`config.mk`:
```
export PLATFORM = sky130hd
export DESIGN_NAME = melody_sequencer_flat
export DESIGN_NICKNAME = d
export VERILOG_FILES = /design/src/rtl/melody_sequencer_if.sv /design/src/rtl/melody_sequencer.sv /design/src/flat_wrapper.sv
export SDC_FILE = /design/constraint.sdc
export NUM_CORES = 1
export LEC_CHECK = 0
export CORE_ASPECT_RATIO = 1.2
export CORE_MARGIN = 2
export CORE_UTILIZATION = 30
export DETAILED_ROUTE_END_ITERATION = 10
export SLEW_MARGIN = 10
export SYNTH_ARGS = -nofsm -noshare
export SYNTH_HDL_FRONTEND = slang
export SYNTH_SLANG_ARGS = --single-unit
```
`constraint.sdc`:
```
create_clock -name clk -period 3.43 [get_ports clk]
set_clock_uncertainty 0.2 [all_clocks]
set_input_delay 0.686 -clock clk [delete_from_list [all_inputs] [get_ports clk]]
set_output_delay 0.686 -clock clk [all_outputs]
set_load 0.02 [all_outputs]
```
`src/rtl/melody_sequencer_if.sv`:
```
// Bus between the melody sequencer, its controller, the score ROM and the tone divider.
interface melody_sequencer_if #(
  parameter int AW = 8
);
  // start/stop are single-cycle pulses, pause/loop_en are levels; rom_data answers rom_addr one clk later.
  logic          start;
  logic          stop;
  logic          pause;
  logic          loop_en;
  logic [AW-1:0] rom_addr;
  logic [19:0]   rom_data;
  logic [15:0]   tone_hp;
  logic          tone_en;
  logic          busy;
  logic          done;

  modport master (
    output start, stop, pause, loop_en, rom_data,
    input  rom_addr, tone_hp, tone_en, busy, done
  );

  modport slave (
    input  start, stop, pause, loop_en, rom_data,
    output rom_addr, tone_hp, tone_en, busy, done
  );
endinterface

```
`src/rtl/melody_sequencer.sv`:
```
// Walks a {dur, hp} score ROM and drives the buzzer divider note by note, with a silent
// gap after each note, plus start/stop/pause/loop control.
module melody_sequencer #(
  parameter int TICK_DIV = 6250000,
  parameter int GAP_CYC  = 250000,
  parameter int AW       = 8
) (
  input  logic                     clk,
  input  logic                     rst,
  melody_sequencer_if.slave        io_bus,
  output logic [2:0]               o_dbg_state
);
  localparam int PW = (TICK_DIV > 1) ? $clog2(TICK_DIV) : 1;
  localparam int GW = (GAP_CYC > 1) ? $clog2(GAP_CYC) : 1;

  typedef enum logic [2:0] {
    S_IDLE  = 3'd0,
    S_FETCH = 3'd1,
    S_LOAD  = 3'd2,
    S_PLAY  = 3'd3,
    S_GAP   = 3'd4
  } state_t;

  state_t        r_state, w_state_nxt;
  logic [AW-1:0] r_addr, w_addr_nxt;
  logic          r_wrap, w_wrap_nxt;
  logic [15:0]   r_hp, w_hp_nxt;
  logic [3:0]    r_dur, w_dur_nxt;
  logic [PW-1:0] r_presc, w_presc_nxt;
  logic [GW-1:0] r_gap, w_gap_nxt;
  logic [15:0]   r_tone_hp, w_tone_hp_nxt;
  logic          r_tone_en, w_tone_en_nxt;
  logic          r_busy, w_busy_nxt;
  logic          r_done, w_done_nxt;
  logic [3:0]    w_rom_dur;
  logic [15:0]   w_rom_hp;

  assign w_rom_dur = io_bus.rom_data[19:16];
  assign w_rom_hp  = io_bus.rom_data[15:0];

  always_comb begin
    w_state_nxt   = r_state;
    w_addr_nxt    = r_addr;
    w_wrap_nxt    = r_wrap;
    w_hp_nxt      = r_hp;
    w_dur_nxt     = r_dur;
    w_presc_nxt   = r_presc;
    w_gap_nxt     = r_gap;
    w_tone_hp_nxt = r_tone_hp;
    w_tone_en_nxt = r_tone_en;
    w_busy_nxt    = r_busy;
    w_done_nxt    = 1'b0;
    if (io_bus.stop) begin
      w_state_nxt   = S_IDLE;
      w_addr_nxt    = '0;
      w_wrap_nxt    = 1'b0;
      w_dur_nxt     = '0;
      w_presc_nxt   = '0;
      w_gap_nxt     = '0;
      w_tone_hp_nxt = '0;
      w_tone_en_nxt = 1'b0;
      w_busy_nxt    = 1'b0;
    end else begin
      case (r_state)
        S_IDLE: begin
          if (io_bus.start) begin
            w_state_nxt = S_FETCH;
            w_addr_nxt  = '0;
            w_wrap_nxt  = 1'b0;
            w_busy_nxt  = 1'b1;
          end
        end
        S_FETCH: w_state_nxt = S_LOAD;
        S_LOAD: begin
          // r_wrap marks that the last note sat at the top address; treat it as an end marker.
          if (w_rom_dur == 4'd0 || r_wrap) begin
            if (io_bus.loop_en && (r_addr != '0 || r_wrap)) begin
              w_state_nxt = S_FETCH;
              w_addr_nxt  = '0;
              w_wrap_nxt  = 1'b0;
            end else begin
              w_state_nxt = S_IDLE;
              w_done_nxt  = 1'b1;
              w_busy_nxt  = 1'b0;
            end
          end else begin
            w_state_nxt   = S_PLAY;
            w_hp_nxt      = w_rom_hp;
            w_dur_nxt     = w_rom_dur;
            w_tone_hp_nxt = w_rom_hp;
            w_tone_en_nxt = (w_rom_hp != 16'd0);
            w_presc_nxt   = '0;
          end
        end
        S_PLAY: begin
          if (io_bus.pause) begin
            w_tone_hp_nxt = '0;
            w_tone_en_nxt = 1'b0;
          end else begin
            w_tone_hp_nxt = r_hp;
            w_tone_en_nxt = (r_hp != 16'd0);
            if (r_presc == PW'(TICK_DIV - 1)) begin
              w_presc_nxt = '0;
              if (r_dur == 4'd1) begin
                w_dur_nxt     = '0;
                w_tone_hp_nxt = '0;
                w_tone_en_nxt = 1'b0;
                if (GAP_CYC > 0) begin
                  w_state_nxt = S_GAP;
                  w_gap_nxt   = '0;
                end else begin
                  w_state_nxt = S_FETCH;
                  w_addr_nxt  = r_addr + AW'(1);
                  w_wrap_nxt  = &r_addr;
                end
              end else begin
                w_dur_nxt = r_dur - 4'd1;
              end
            end else begin
              w_presc_nxt = r_presc + PW'(1);
            end
          end
        end
        S_GAP: begin
          if (!io_bus.pause) begin
            if (r_gap == GW'(GAP_CYC - 1)) begin
              w_state_nxt = S_FETCH;
              w_gap_nxt   = '0;
              w_addr_nxt  = r_addr + AW'(1);
              w_wrap_nxt  = &r_addr;
            end else begin
              w_gap_nxt = r_gap + GW'(1);
            end
          end
        end
        default: w_state_nxt = S_IDLE;
      endcase
    end
  end

  always_ff @(posedge clk or posedge rst) begin
    if (rst) begin
      r_state   <= S_IDLE;
      r_addr    <= '0;
      r_wrap    <= 1'b0;
      r_hp      <= '0;
      r_dur     <= '0;
      r_presc   <= '0;
      r_gap     <= '0;
      r_tone_hp <= '0;
      r_tone_en <= 1'b0;
      r_busy    <= 1'b0;
      r_done    <= 1'b0;
    end else begin
      r_state   <= w_state_nxt;
      r_addr    <= w_addr_nxt;
      r_wrap    <= w_wrap_nxt;
      r_hp      <= w_hp_nxt;
      r_dur     <= w_dur_nxt;
      r_presc   <= w_presc_nxt;
      r_gap     <= w_gap_nxt;
      r_tone_hp <= w_tone_hp_nxt;
      r_tone_en <= w_tone_en_nxt;
      r_busy    <= w_busy_nxt;
      r_done    <= w_done_nxt;
    end
  end

  assign io_bus.rom_addr = r_addr;
  assign io_bus.tone_hp  = r_tone_hp;
  assign io_bus.tone_en  = r_tone_en;
  assign io_bus.busy     = r_busy;
  assign io_bus.done     = r_done;
  assign o_dbg_state     = r_state;
endmodule

```
`src/flat_wrapper.sv`:
```
// flat-port wrapper written by rule: the top's interface ports become plain ports
module melody_sequencer_flat 
#(
  parameter int TICK_DIV = 6250000,
  parameter int GAP_CYC  = 250000,
  parameter int AW       = 8
)
  (clk, rst, o_dbg_state, io_bus_start, io_bus_stop, io_bus_pause, io_bus_loop_en, io_bus_rom_data, io_bus_rom_addr, io_bus_tone_hp, io_bus_tone_en, io_bus_busy, io_bus_done);
  melody_sequencer_if #(.AW(AW)) io_bus_i ();
  input  logic clk;
  input  logic rst;
  output logic [2:0] o_dbg_state;
  input wire logic [$bits(io_bus_i.start)-1:0] io_bus_start;
  input wire logic [$bits(io_bus_i.stop)-1:0] io_bus_stop;
  input wire logic [$bits(io_bus_i.pause)-1:0] io_bus_pause;
  input wire logic [$bits(io_bus_i.loop_en)-1:0] io_bus_loop_en;
  input wire logic [$bits(io_bus_i.rom_data)-1:0] io_bus_rom_data;
  output wire logic [$bits(io_bus_i.rom_addr)-1:0] io_bus_rom_addr;
  output wire logic [$bits(io_bus_i.tone_hp)-1:0] io_bus_tone_hp;
  output wire logic [$bits(io_bus_i.tone_en)-1:0] io_bus_tone_en;
  output wire logic [$bits(io_bus_i.busy)-1:0] io_bus_busy;
  output wire logic [$bits(io_bus_i.done)-1:0] io_bus_done;
  assign io_bus_i.start = io_bus_start;
  assign io_bus_i.stop = io_bus_stop;
  assign io_bus_i.pause = io_bus_pause;
  assign io_bus_i.loop_en = io_bus_loop_en;
  assign io_bus_i.rom_data = io_bus_rom_data;
  assign io_bus_rom_addr = io_bus_i.rom_addr;
  assign io_bus_tone_hp = io_bus_i.tone_hp;
  assign io_bus_tone_en = io_bus_i.tone_en;
  assign io_bus_busy = io_bus_i.busy;
  assign io_bus_done = io_bus_i.done;
  melody_sequencer #(.TICK_DIV(TICK_DIV), .GAP_CYC(GAP_CYC), .AW(AW)) u_core (.clk(clk), .rst(rst), .io_bus(io_bus_i), .o_dbg_state(o_dbg_state));
endmodule
```
==> results of run 1 <==
kinds of logic after synthesis:
logic type,after synthesis
adders and majority gates,6
and+or+nand+nor,186
DFF,92
xor gates and xnor gates,11
muxes,22
AOI/OAI and AO/OA,151
buffers and inverters,49
power groups by stage:
stage | registers (mW) | logic [mW] | clock network (mW)
after global placement | 1.45 | 0.915 | 0
after CTS | 1.43 | 0.929 | 1.02
after floorplan | 1.46 | 0.550 | 0
after global routing | 1.46 | 1.01 | 1.07
final | 1.43 | 0.921 | 0.992
after detailed placement | 1.45 | 0.926 | 0
flip-flops by register name (all words and copies together) (netlist names):
name and count:
u_core.io_bus.tone_en 1, u_core.io_bus.done 1, u_core.r_gap 18, u_core.r_hp 16, u_core.r_dur 4, u_core.o_dbg_state 3
u_core.r_presc 23, u_core.io_bus.rom_addr 8, u_core.r_wrap 1, u_core.io_bus.tone_hp 16, u_core.io_bus.busy 1
path summary, 6_finish.rpt:
kind | from | endpoint | slack, ns | cells after the start
setup / recovery | io_bus_rom_data[18] | u_core.io_bus.rom_addr[4] | 0.39 | 6
hold / removal | u_core.r_gap[17] | u_core.r_gap[17] | 0.30 | 1
setup reg to reg | u_core.r_presc[6] | u_core.r_gap[5] | 0.56 | 5
hold reg to reg | u_core.r_gap[17] | u_core.r_gap[17] | 0.30 | 1
max in group asynchronous | rst | u_core.r_gap[9] | 1.73 | 3
min in group asynchronous | rst | u_core.o_dbg_state[2] | 0.57 | 2
Yosys cell counts (all sizes together), types with 6 or more instances:
cell type	n	share of area
nor4	21	0.035
a22o	17	0.030
a31oi	13	0.016
nand2b	7	0.0087
nand2	31	0.023
a211oi	6	0.011
mux2i	6	0.012
nor2	31	0.023
a21o	16	0.024
ha	6	0.015
dfrtp	92	0.46
o31ai	7	0.010
and3	12	0.015
o21ai	30	0.030
or4	12	0.018
nand3	30	0.030
buf	12	0.013
nand4	11	0.014
clkbuf	15	0.011
xnor2	6	0.010
inv	22	0.016
mux2	16	0.036
a21oi	31	0.031
critical path, delay by kind of cell:
kind	cells	cell delay (ns)
and+or+nand+nor	2	1.09
AOI/OAI and AO/OA	3	0.85
buffers and inverters	1	0.48
cell type report:
class / instances / area (um2)
repair buffers: 76 / 721
inverters: 22 / 83.8
multi-input cells: 376 / 2520
clock inverters: 6 / 56.3
well taps: 212 / 265
fillers: 1649 / 10100
flip-flops and latches: 92 / 2300
clock buffers: 10 / 239
per-layer routing:
layer,vias up,routed length (um)
met5,-,0
met2,121,6520
met1,2175,5790
met3,24,592
li1,2069,-
met4,0,250
==> impl.org, run 1 <==
** Outcome
- The run finished with clean final reports.

** Die
- I/O pin count :: 56
- X dimension of the die :: 122 um
- Effective utilization at floorplan :: 0.308
- Area inside the core boundary :: 16,300 um2
- Row cnt :: 51
- In this run the vertical extent of the chip is roughly 150 um.
- Die Footprint :: around 18,000 um2

** STA
- Measured against its own limit, the worst slew margin works out to 0.184.
- The count of endpoints failing hold in the final timing report is 0.
- The final max-slew violation count was 0.
- Setup total negative slack on the finished layout was measured at 0 ns.
- Tightest Pin Transition :: between 1 and 1.5 ns
- Timing would allow up to approximately 330 MHz.
- Across all setup checks in the final design, the least slack found is just under 0.4 ns.
- Final hold analysis gives a worst-case slack of 0.297 ns.
- Time the final worst path needs with I/O delays and setup :: ~3.0 ns
- Number of failing setup endpoints in the final timing report :: 0
- Unrepaired setup endpoints after global routing :: no
- Ratio of final minimum period to clock period :: 0.887

** Cells and area
- Final instance count without filler cells :: around 790
- Synthesis-to-layout area growth :: 23.3%
- Most common cell after layout, fill and taps aside :: sky130_fd_sc_hd__dfrtp_1
- Utilization after layout :: 0.380
- Summing all non-filler instances in the final layout gives an area of ~6200 um2.
- Fraction of final layout cells sized beyond drive strength 1 :: 0.122
- Leading cell types in the layout, fill and taps excluded :: sky130_fd_sc_hd__dfrtp_1 (92), sky130_fd_sc_hd__clkdlybuf4s50_1 (55), sky130_fd_sc_hd__nor2_1 (31), sky130_fd_sc_hd__nand2_1 (31)
- For this run, the post-layout net count is roughly 600.
- 0 antenna diodes ended up in the layout.

** Critical path
- Slowest-stage cell, CP :: sky130_fd_sc_hd__or4_1
- Ordered cell list for the critical path :: clkdlybuf4s50_1, nor4_4, o21ai_0, o211a_1, or4_1, a21oi_1
- Maximum net fanout on the critical path :: 17
- Data arrival time at the worst-slack endpoint :: roughly 3.1 ns
- STA puts the critical path data required time at approximately 3.5 ns.
- The critical path in this run is classified as in -> reg.
- Delay contributed by the slowest stage of the critical path :: 0.57 ns
- Category of the worst setup path launch point :: input port
- Setup crit end kind :: register

** GRT
- Global routing usage on met2 :: 0.255
- The global routing stage identified its most utilized layer as met2.
- Met3 track demand over resource :: 0.0317
- For met1 alone, demand over resource in global routing was 0.197.
- Maximum number of pins on one net before global-route repair :: 42
- The first global-routing pass estimated approximately 22,000 um of wire.
- Global routing finished with a remaining overflow of 0.
- The number of global-route vias before repair is ~4,500.
- Overall routing resource usage :: 0.155
- The initial antenna violation count is 0.

** Pwr
- Leak :: between 2 and 3 nW
- Internal power summed over all cells :: between 2 and 2.5 mW
- Summing internal, switching and leakage power gives approximately 3.3 mW.
- Sequential share of power :: 0.428
- IR analysis of the VDD net gives a maximum drop of about 0.34 mV.
- Net switching power :: between 1 and 1.5 mW
- Of the total power, the share spent switching nets is 0.337.
- Clock network fraction of design power :: 0.296
- Power spread over the standard cell area amounts to ~540 nW/um2.
- Combinational share of power :: 0.275

** Placed design
- The number of placed instances, taps included, is slightly below 800.
- Area after detailed placement :: between 5000 and 6000 um2
- Setup slack at placement :: 0.0505 ns
- Port Buffers :: 55
- The congestion estimate from routability-driven global placement came to between 0.8 and 0.9.
- Detailed placer's ending HPWL :: ~9400 um

** Clocking
- CTS built an H-tree with a depth of 3.
- Counting along the longest clock path gives a buffer depth of 2.
- TritonCTS created 9 clock buffers.
- The clock reaches the later pin of the worst-skew pair after 0.35 ns.
- Setup fix buffers added after clock tree synthesis :: 0
- Clock-pin slew on the worst setup and hold paths :: 0.07 ns
- The root buffer cell chosen for the clock tree is sky130_fd_sc_hd__clkbuf_16.
- Hold repair after CTS inserted 0 buffers.
- Counting every sink on the clock net gives between 90 and 100.
- The number of gates resized after CTS was 0.
- TritonCTS built the clock tree.

** Synthesis
- After technology mapping, the gate count stands at 517.
- The Yosys step of the flow raised 0 warnings.
- Simple-gate share of the synthesized area :: 0.211
- Post-synthesis share of cell area spent on full adders, half adders and majority gates :: 0.0150
- The number of nets handed over by synthesis was 549.
- Averaged over all synthesized cells, the footprint is 9.70 um2.
- Sequential share of the synthesized area :: 0.459
- The synthesized design contains 0 enable-type register cells.
- Top FF cell, synth :: sky130_fd_sc_hd__dfrtp_1
- By area, the combinational part of the netlist is dominated by simple AND/OR/NAND/NOR gates.
- Summing every instance area after synthesis gives roughly 5000 um2.
- Yosys mapped the design onto 63 distinct sky130hd cell types.
- Async SR Flop Fraction :: 1.00
- In this run, synthesis produced a sequential element count of 92.
- Of the total synthesized cell area, the portion taken by XOR and XNOR cells is 0.0192.
- Fraction of the mapped netlist area in compound gates :: 0.207
- Of the post-synthesis cell area, the part taken by muxes is 0.0479.

** Min path
- The tightest min-delay check is of the reg -> reg type.

** Drt
- Average wire per standard cell :: 16.6 um
- Total length of routed wires :: between 10,000 and 15,000 um
- Number of vias per cell :: ~5.5
- Before antenna repair, the detailed router went through 5 iterations.
- The detail route stage leaves a number of antenna-violating nets equal to 0.
- After the first detailed-routing iteration, the DRC count stood at slightly above 400.
- Via count :: around 4,400
- Count of unresolved DRC violations after routing :: 0

** Run
- Max-cap violations :: 0
(Power assumes the default switching activity.)
==> run 2, diff against run 1 <==
- GPL_TIMING_DRIVEN: unset -> 0
- SETUP_SLACK_MARGIN: unset -> 0.15
==> impl.org, run 2 (same netlist as run 1, synthesis figures left out) <==
** Min path
- The instance count along the most critical hold path is 1 (unchanged).
- The classification of the worst-slack hold path was reg -> reg (unchanged).

** Cells and area
- FILL cells :: 1,655 (was 1,649)
- The number of diodes added for antenna fixing came to 0 (unchanged).
- The final net count came to 616 (was 609).
- Fraction of final layout cells sized beyond drive strength 1 :: 0.105 (was 0.122)
- Final instance count without filler cells :: 801 (was 794)
- Top flop regs: u_core.r_presc (23), u_core.r_gap (18) (unchanged).
- The commonest non-fill, non-tap cell in the layout was sky130_fd_sc_hd__dfrtp_1 (unchanged).
- Number of flip-flops under the largest register name :: 23 (unchanged)
- Leading cell types in the layout, fill and taps excluded :: sky130_fd_sc_hd__dfrtp_1 (92), sky130_fd_sc_hd__clkdlybuf4s50_1 (55), sky130_fd_sc_hd__a21oi_1 (31), sky130_fd_sc_hd__nor2_1 (31), sky130_fd_sc_hd__nand2_1 (31) (was sky130_fd_sc_hd__dfrtp_1 (92), sky130_fd_sc_hd__clkdlybuf4s50_1 (55), sky130_fd_sc_hd__nor2_1 (31), sky130_fd_sc_hd__nand2_1 (31))
- Largest register by flop count :: u_core.r_presc (unchanged)
- The growth of design area from synthesis to finish is 22.8% (was 23.3%).

** Drt
- The detailed-route vias per instance was 5.47 (was 5.53).
- The number of search-and-repair iterations in the first detailed-routing pass came to 4 (was 5).
- Total length of routed wires :: 13,100 um (was 13,200 um)
- The detailed-route via count was 4,383 (was 4,389).
- Detail Route Antenna Nets :: 0 (unchanged)
- Initial detailed-routing violation count :: 406 (was 412)
- The average wire length per cell after detail routing was 16.3 um (was 16.6 um).
- The remaining routing DRC violations was 0 (unchanged).

** Clocking
- The count of clock tree sinks was 92 (unchanged).
- The clock tree from TritonCTS is built (unchanged).
- Insertion delay of the later-clocked pin in the worst-skew pair :: 0.35 ns (about the same)
- The number of buffers created by CTS came to 9 (unchanged).
- The clock tree root driver cell is sky130_fd_sc_hd__clkbuf_16 (unchanged).
- Count of H-tree levels built during CTS :: 3 (unchanged)
- Clock-pin slew on the worst setup and hold paths :: 0.07 ns (about the same)
- Clock Path Buffers :: 2 (unchanged)

** GRT
- The remaining global-route overflow is 0 (unchanged).
- Maximum number of pins on one net before global-route repair :: 54 (was 42)
- Via count of the first global-routing pass :: 4,420 (was 4,481)
- Antenna violations before repair :: 0 (unchanged)
- Global-route wire length before repair :: 22,300 um (was 22,200 um)
- The overall fraction of global-route tracks in use came to 0.155 (about the same).

** STA
- The count of endpoints failing hold in the final timing report came to 0 (unchanged).
- Unrepaired setup endpoints after global routing: yes (was no).
- The worst slew margin relative to its limit is 0.467 (was 0.184).
- Fmax :: 325 MHz (was 329 MHz)
- Count of pins over their slew limit :: 0 (unchanged)
- Time the final worst path needs with I/O delays and setup :: 3.07 ns (was 3.04 ns)
- The post-route clock period utilization was 0.896 (was 0.887).
- The number of setup violations in the final report came to 0 (unchanged).
- Tightest Pin Transition :: 0.795 ns (was 1.22 ns)
- Setup TNS :: 0 ns (unchanged)

** Pwr
- The static leakage was 2.54 nW (was 2.56 nW).
- The total power density per cell area was 541 nW/um2 (about the same).
- Peak ir drop on the vdd network :: 0.289 mV (was 0.342 mV)

** Outcome
- Status :: finished, final reports clean (unchanged)

** Critical path
- The critical path capture point type is a register (unchanged).
- Data arrival time at the worst-slack endpoint :: 3.16 ns (was 3.11 ns)
- Category of the worst setup path launch point :: input port (unchanged)
- Worst Reg2Reg Path Length in Cells :: 6 (was 5)
- The kind of critical path was in -> reg (unchanged).
- The worst endpoint required time was 3.52 ns (was 3.50 ns).
- Maximum net fanout on the critical path :: 10 (was 17)

** Die
- Area inside the core boundary :: 16,300 um2 (unchanged)
- The vertical die dimension is 146 um (unchanged).
- The horizontal die dimension is 122 um (unchanged).
- The number of placed I/O pins is 56 (unchanged).
- Die Footprint :: 17,800 um2 (unchanged)
- The number of standard-cell rows in the floorplan came to 51 (unchanged).
- The starting density of the core came to 0.308 (unchanged).

** Run
- The number of max-cap violations came to 0 (unchanged).

** Placed design
- Detailed placer's ending HPWL :: 9470 um (was 9360 um)
- The number of placed instances with taps included was 785 (was 778).
- The last weighted congestion value of the routability-driven placer is 0.833 (was 0.860).
- Port Buffers :: 55 (unchanged)
==> run 2: cell types whose count changed in the layout (fill, tap and decap cells not counted), sizes merged <==
| cell | before | now |
|---|---|---|
| buf | 21 | 13 |
| inv | 24 | 26 |
| clkinvlp | 1 | 0 |
| clkinv | 3 | 2 |
| clkbuf | 10 | 25 |
==> run 2: per-stage QoR <==
stage / setup WS [ns] / utilization / power, mW / instance area (um2) / hold slack (ns)
6_report: 0.355 / 0.378 / 3.33 / 6160 / 0.301
5_1_grt: 0.136 / 0.378 / 3.54 / 6160 / 0.321
4_1_cts: 0.159 / 0.378 / 3.37 / 6140 / 0.305
3_5_place_dp: -0.212 / 0.360 / 2.37 / 5860 / 0.292
3_3_place_gp: -1.40 / 0.358 / 2.35 / 5830 / 0.273
2_1_floorplan: 0.152 / - / 2.01 / 5010 / 0.245
==> run 2: final timing paths <==
check / to / start / slack [ns]
min in group asynchronous: u_core.o_dbg_state[1] / rst / 0.53
worst max-delay path: u_core.io_bus.tone_hp[7] / io_bus_rom_data[18] / 0.36
max in group asynchronous: u_core.r_presc[9] / rst / 1.84
worst min-delay path: u_core.r_gap[17] / u_core.r_gap[17] / 0.30
worst max register to register: u_core.r_gap[15] / u_core.r_presc[6] / 0.52
worst min register to register: u_core.r_gap[17] / u_core.r_gap[17] / 0.30
==> run 2: layer usage <==
layer  up-vias  global-route usage  share of wire
met5         -                   0              0
met4         0              0.0598          0.023
met3        20              0.0329          0.044
met2        92               0.247           0.47
met1      2185               0.204           0.46
li1       2086                   -              -
==> run 2: power breakdown <==
| group | total, mW | switching (mW) | leakage (nW) | internal (mW) |
|---|---|---|---|---|
| logic | 0.952 | 0.524 | 1.16 | 0.428 |
| clock network | 0.973 | 0.465 | 0.140 | 0.508 |
| registers | 1.40 | 0.141 | 1.24 | 1.26 |
| total | 3.33 | 1.13 | 2.54 | 2.20 |
==> run 2: final cells by class <==
class,instances,area (um2),area share
buffer,27,123,0.0199
sequential,92,2300,0.374
clock inverter,6,55.1,0.00894
tap,212,265,0.0431
timing repair buffer,56,578,0.0939
clock buffer,10,229,0.0372
inverter,22,85.1,0.0138
multi-input combinational,376,2520,0.409
==> run 2: worst max-delay path, stage by stage <==
cell and delay (ns):
sky130_fd_sc_hd__clkdlybuf4s50_1 0.49, sky130_fd_sc_hd__nor4_4 0.48, sky130_fd_sc_hd__o21ai_0 0.23, sky130_fd_sc_hd__a31oi_2 0.49, sky130_fd_sc_hd__clkbuf_1 0.47, sky130_fd_sc_hd__a22o_1 0.21, sky130_fd_sc_hd__a21o_1 0.09
==> run 2: repair_timing <==
item	in CTS	in global routing
resized for setup	0	2
setup endpoints to repair	0	25
hold buffers	0	0
buffers inserted	0	0
==> run 3, diff against run 2 <==
- CORE_UTILIZATION: 30 -> 40
==> impl.org, run 3 (same netlist as run 1, synthesis figures left out) <==
** STA
- Unrepaired setup endpoints after global routing: no (was yes).
- The worst-case hold slack came to 0.299 ns (was 0.301 ns).
- The count of endpoints failing hold in the final timing report came to 0 (unchanged).
- Count of pins over their slew limit :: 0 (unchanged)
- The setup slack of the critical path after layout is 0.322 ns (was 0.355 ns).
- Tightest Pin Transition :: 0.736 ns (was 0.795 ns)
- Time the final worst path needs with I/O delays and setup :: 3.11 ns (was 3.07 ns)
- Ratio of final minimum period to clock period :: 0.906 (was 0.896)
- The sum of negative setup slack was 0 ns (unchanged).
- The number of setup violations in the final report came to 0 (unchanged).
- The maximum clock rate came to 322 MHz (was 325 MHz).
- Worst slew margin relative to its limit :: 0.506 (was 0.467)

** Clocking
- Insertion delay of the later-clocked pin in the worst-skew pair :: 0.34 ns (was 0.35 ns)
- Number of sinks on the clock net :: 92 (unchanged)
- Buffer type at the clock tree root :: sky130_fd_sc_hd__clkbuf_16 (unchanged)
- The level count of the clock H-tree was 3 (unchanged).
- The count of buffers added by post-CTS timing repair for setup is 0 (unchanged).
- CTS tree :: built (unchanged)
- The clock slew seen by the registers of the worst setup and hold paths was 0.07 ns (about the same).
- The number of buffers created by CTS was 9 (unchanged).
- Clock Path Buffers :: 2 (unchanged)

** Pwr
- The total power density per cell area is 549 nW/um2 (was 541 nW/um2).
- Leak :: 2.54 nW (about the same)
- The total power came to 3.35 mW (was 3.33 mW).
- The maximum vdd drop was 0.265 mV (was 0.289 mV).

** GRT
- Overflow after GRT :: 0 (unchanged)
- Global-route wire length before repair :: 21,900 um (was 22,300 um)
- The number of global-route vias before repair was 4,461 (was 4,420).
- The largest net degree at the start of global routing came to 50 (was 54).
- Overall routing resource usage :: 0.201 (was 0.155)
- The initial antenna violation count came to 0 (unchanged).

** Cells and area
- Number of flip-flops under the largest register name :: 23 (unchanged)
- The number of diodes added for antenna fixing is 0 (unchanged).
- The area of all placed cells without fillers was 6100 um2 (was 6160 um2).
- Leading cell types in the layout, fill and taps excluded: sky130_fd_sc_hd__dfrtp_1 (92), sky130_fd_sc_hd__clkdlybuf4s50_1 (55), sky130_fd_sc_hd__a21oi_1 (31), sky130_fd_sc_hd__nor2_1 (31), sky130_fd_sc_hd__nand2_1 (31) (unchanged).
- Most common cell after layout, fill and taps aside :: sky130_fd_sc_hd__dfrtp_1 (unchanged)
- The fraction of final layout cells with drive strength greater than 1 is 0.102 (was 0.105).
- Final #Nets :: 616 (unchanged)
- The storage element area is 2300 um2 (unchanged).
- Final instance count without filler cells :: 749 (was 801)
- The utilization of the core after routing is 0.501 (was 0.378).
- Area of the multi-input gates :: 2520 um2 (about the same)
- Top flop regs :: u_core.r_presc (23), u_core.r_gap (18) (unchanged)
- Synthesis-to-layout area growth :: 21.6% (was 22.8%)
- FILL cells :: 1,150 (was 1,655)
- The most flop-heavy register is u_core.r_presc (unchanged).

** Placed design
- Routability cong. :: 0.875 (was 0.833)
- Setup slack at placement :: -0.210 ns (was -0.212 ns)
- The number of placed instances with taps included is 734 (was 785).
- The post-place instance area came to 5800 um2 (was 5860 um2).
- The detailed placer's ending HPWL was 9410 um (was 9470 um).
- The number of input and output port buffers inserted came to 55 (unchanged).

** Drt
- The remaining routing DRC violations is 0 (unchanged).
- The wire length after detailed routing was 13,100 um (about the same).
- The detailed-route vias per instance came to 5.87 (was 5.47).
- The average wire length per cell after detail routing was 17.5 um (was 16.3 um).
- The number of search-and-repair iterations in the first detailed-routing pass is 5 (was 4).
- Initial detailed-routing violation count :: 286 (was 406)
- The number of antenna-violating nets in the routed design was 0 (unchanged).
- Via count :: 4,396 (was 4,383)

** Critical path
- The critical path capture point type is a register (unchanged).
- The arrival time reported for the critical path endpoint was 3.19 ns (was 3.16 ns).
- The library cell contributing the largest single delay on the critical path is sky130_fd_sc_hd__a31oi_2 (was sky130_fd_sc_hd__clkdlybuf4s50_1).
- Category of the worst setup path launch point :: input port (unchanged)
- Maximum net fanout on the critical path :: 10 (unchanged)
- Buf/Inv on CP :: 2 (unchanged)
- The kind of cell adding the most delay to the critical path is compound AO/OA/AOI/OAI gates (unchanged).
- The kind of critical path is in -> reg (unchanged).
- The worst endpoint required time came to 3.51 ns (was 3.52 ns).
- Ordered cell list for the critical path: clkdlybuf4s50_1, nor4_4, o21ai_0, a31oi_2, clkbuf_1, a22o_1, a21o_1 (unchanged).
- Delay contributed by the slowest stage of the critical path :: 0.53 ns (was 0.49 ns)

** Run
- Max-cap violations :: 0 (unchanged)

** Die
- The floorplan core area was 12,200 um2 (was 16,300 um2).
- The horizontal die dimension is 106 um (was 122 um).
- The number of placed I/O pins was 56 (unchanged).
- The starting density of the core is 0.412 (was 0.308).
- The vertical die dimension was 127 um (was 146 um).
- The number of standard-cell rows in the floorplan was 44 (was 51).
- Die Footprint :: 13,500 um2 (was 17,800 um2)

** Outcome
- Status :: finished, final reports clean (unchanged)

** Min path
- The classification of the worst-slack hold path is reg -> reg (unchanged).
-- run 3: routing by layer --
| metal | routed length, um | global-route usage |
|---|---|---|
| met1 | 6070 | 0.267 |
| met2 | 6390 | 0.338 |
| met3 | 393 | 0.0221 |
| met4 | 233 | 0.0743 |
| met5 | 0 | 0 |
-- run 3: repair_timing --
| item | CTS | global route |
|---|---|---|
| hold buffers | 0 | 0 |
| pin swaps | 0 | 0 |
| resized for setup | 1 | 2 |
| hold endpoints to repair | 0 | 0 |
| endpoints found under the setup margin | 1 | 15 |
| cloned | 0 | 0 |
-- run 3: path summary, 6_finish.rpt --
check / start / to / slack (ns) / depth (start not counted)
hold reg to reg: u_core.r_gap[17] / u_core.r_gap[17] / 0.30 / 1
setup reg to reg: u_core.o_dbg_state[2] / u_core.io_bus.tone_hp[4] / 0.59 / 7
max in group asynchronous: rst / u_core.r_presc[11] / 1.82 / 3
setup / recovery: io_bus_rom_data[18] / u_core.io_bus.tone_hp[6] / 0.32 / 7
min in group asynchronous: rst / u_core.io_bus.rom_addr[2] / 0.56 / 2
hold / removal: u_core.r_gap[17] / u_core.r_gap[17] / 0.30 / 1
-- run 3: final cells by class --
type                       count  share of cell area
tap                          161              0.0330
sequential                    92               0.377
multi-input combinational    376               0.414
timing repair buffer          56              0.0948
inverter                      22              0.0139
clock buffer                  13              0.0410
buffer                        27              0.0201
clock inverter                 2             0.00574
-- run 3: where the power goes --
| group | switching, mW | internal (mW) | total [mW] |
|---|---|---|---|
| sequential | 0.141 | 1.26 | 1.41 |
| combinational | 0.527 | 0.427 | 0.954 |
| clock | 0.407 | 0.581 | 0.988 |
-- run 3: worst reg2reg max path, cell delays in order, from the launching register on --
cell and delay, ns:
sky130_fd_sc_hd__dfrtp_1 0.42, sky130_fd_sc_hd__clkbuf_1 0.22, sky130_fd_sc_hd__and3b_1 0.33, sky130_fd_sc_hd__nand2_1 0.20
sky130_fd_sc_hd__a21o_1 0.30, sky130_fd_sc_hd__a211oi_2 0.59, sky130_fd_sc_hd__buf_2 0.37, sky130_fd_sc_hd__a21o_1 0.16
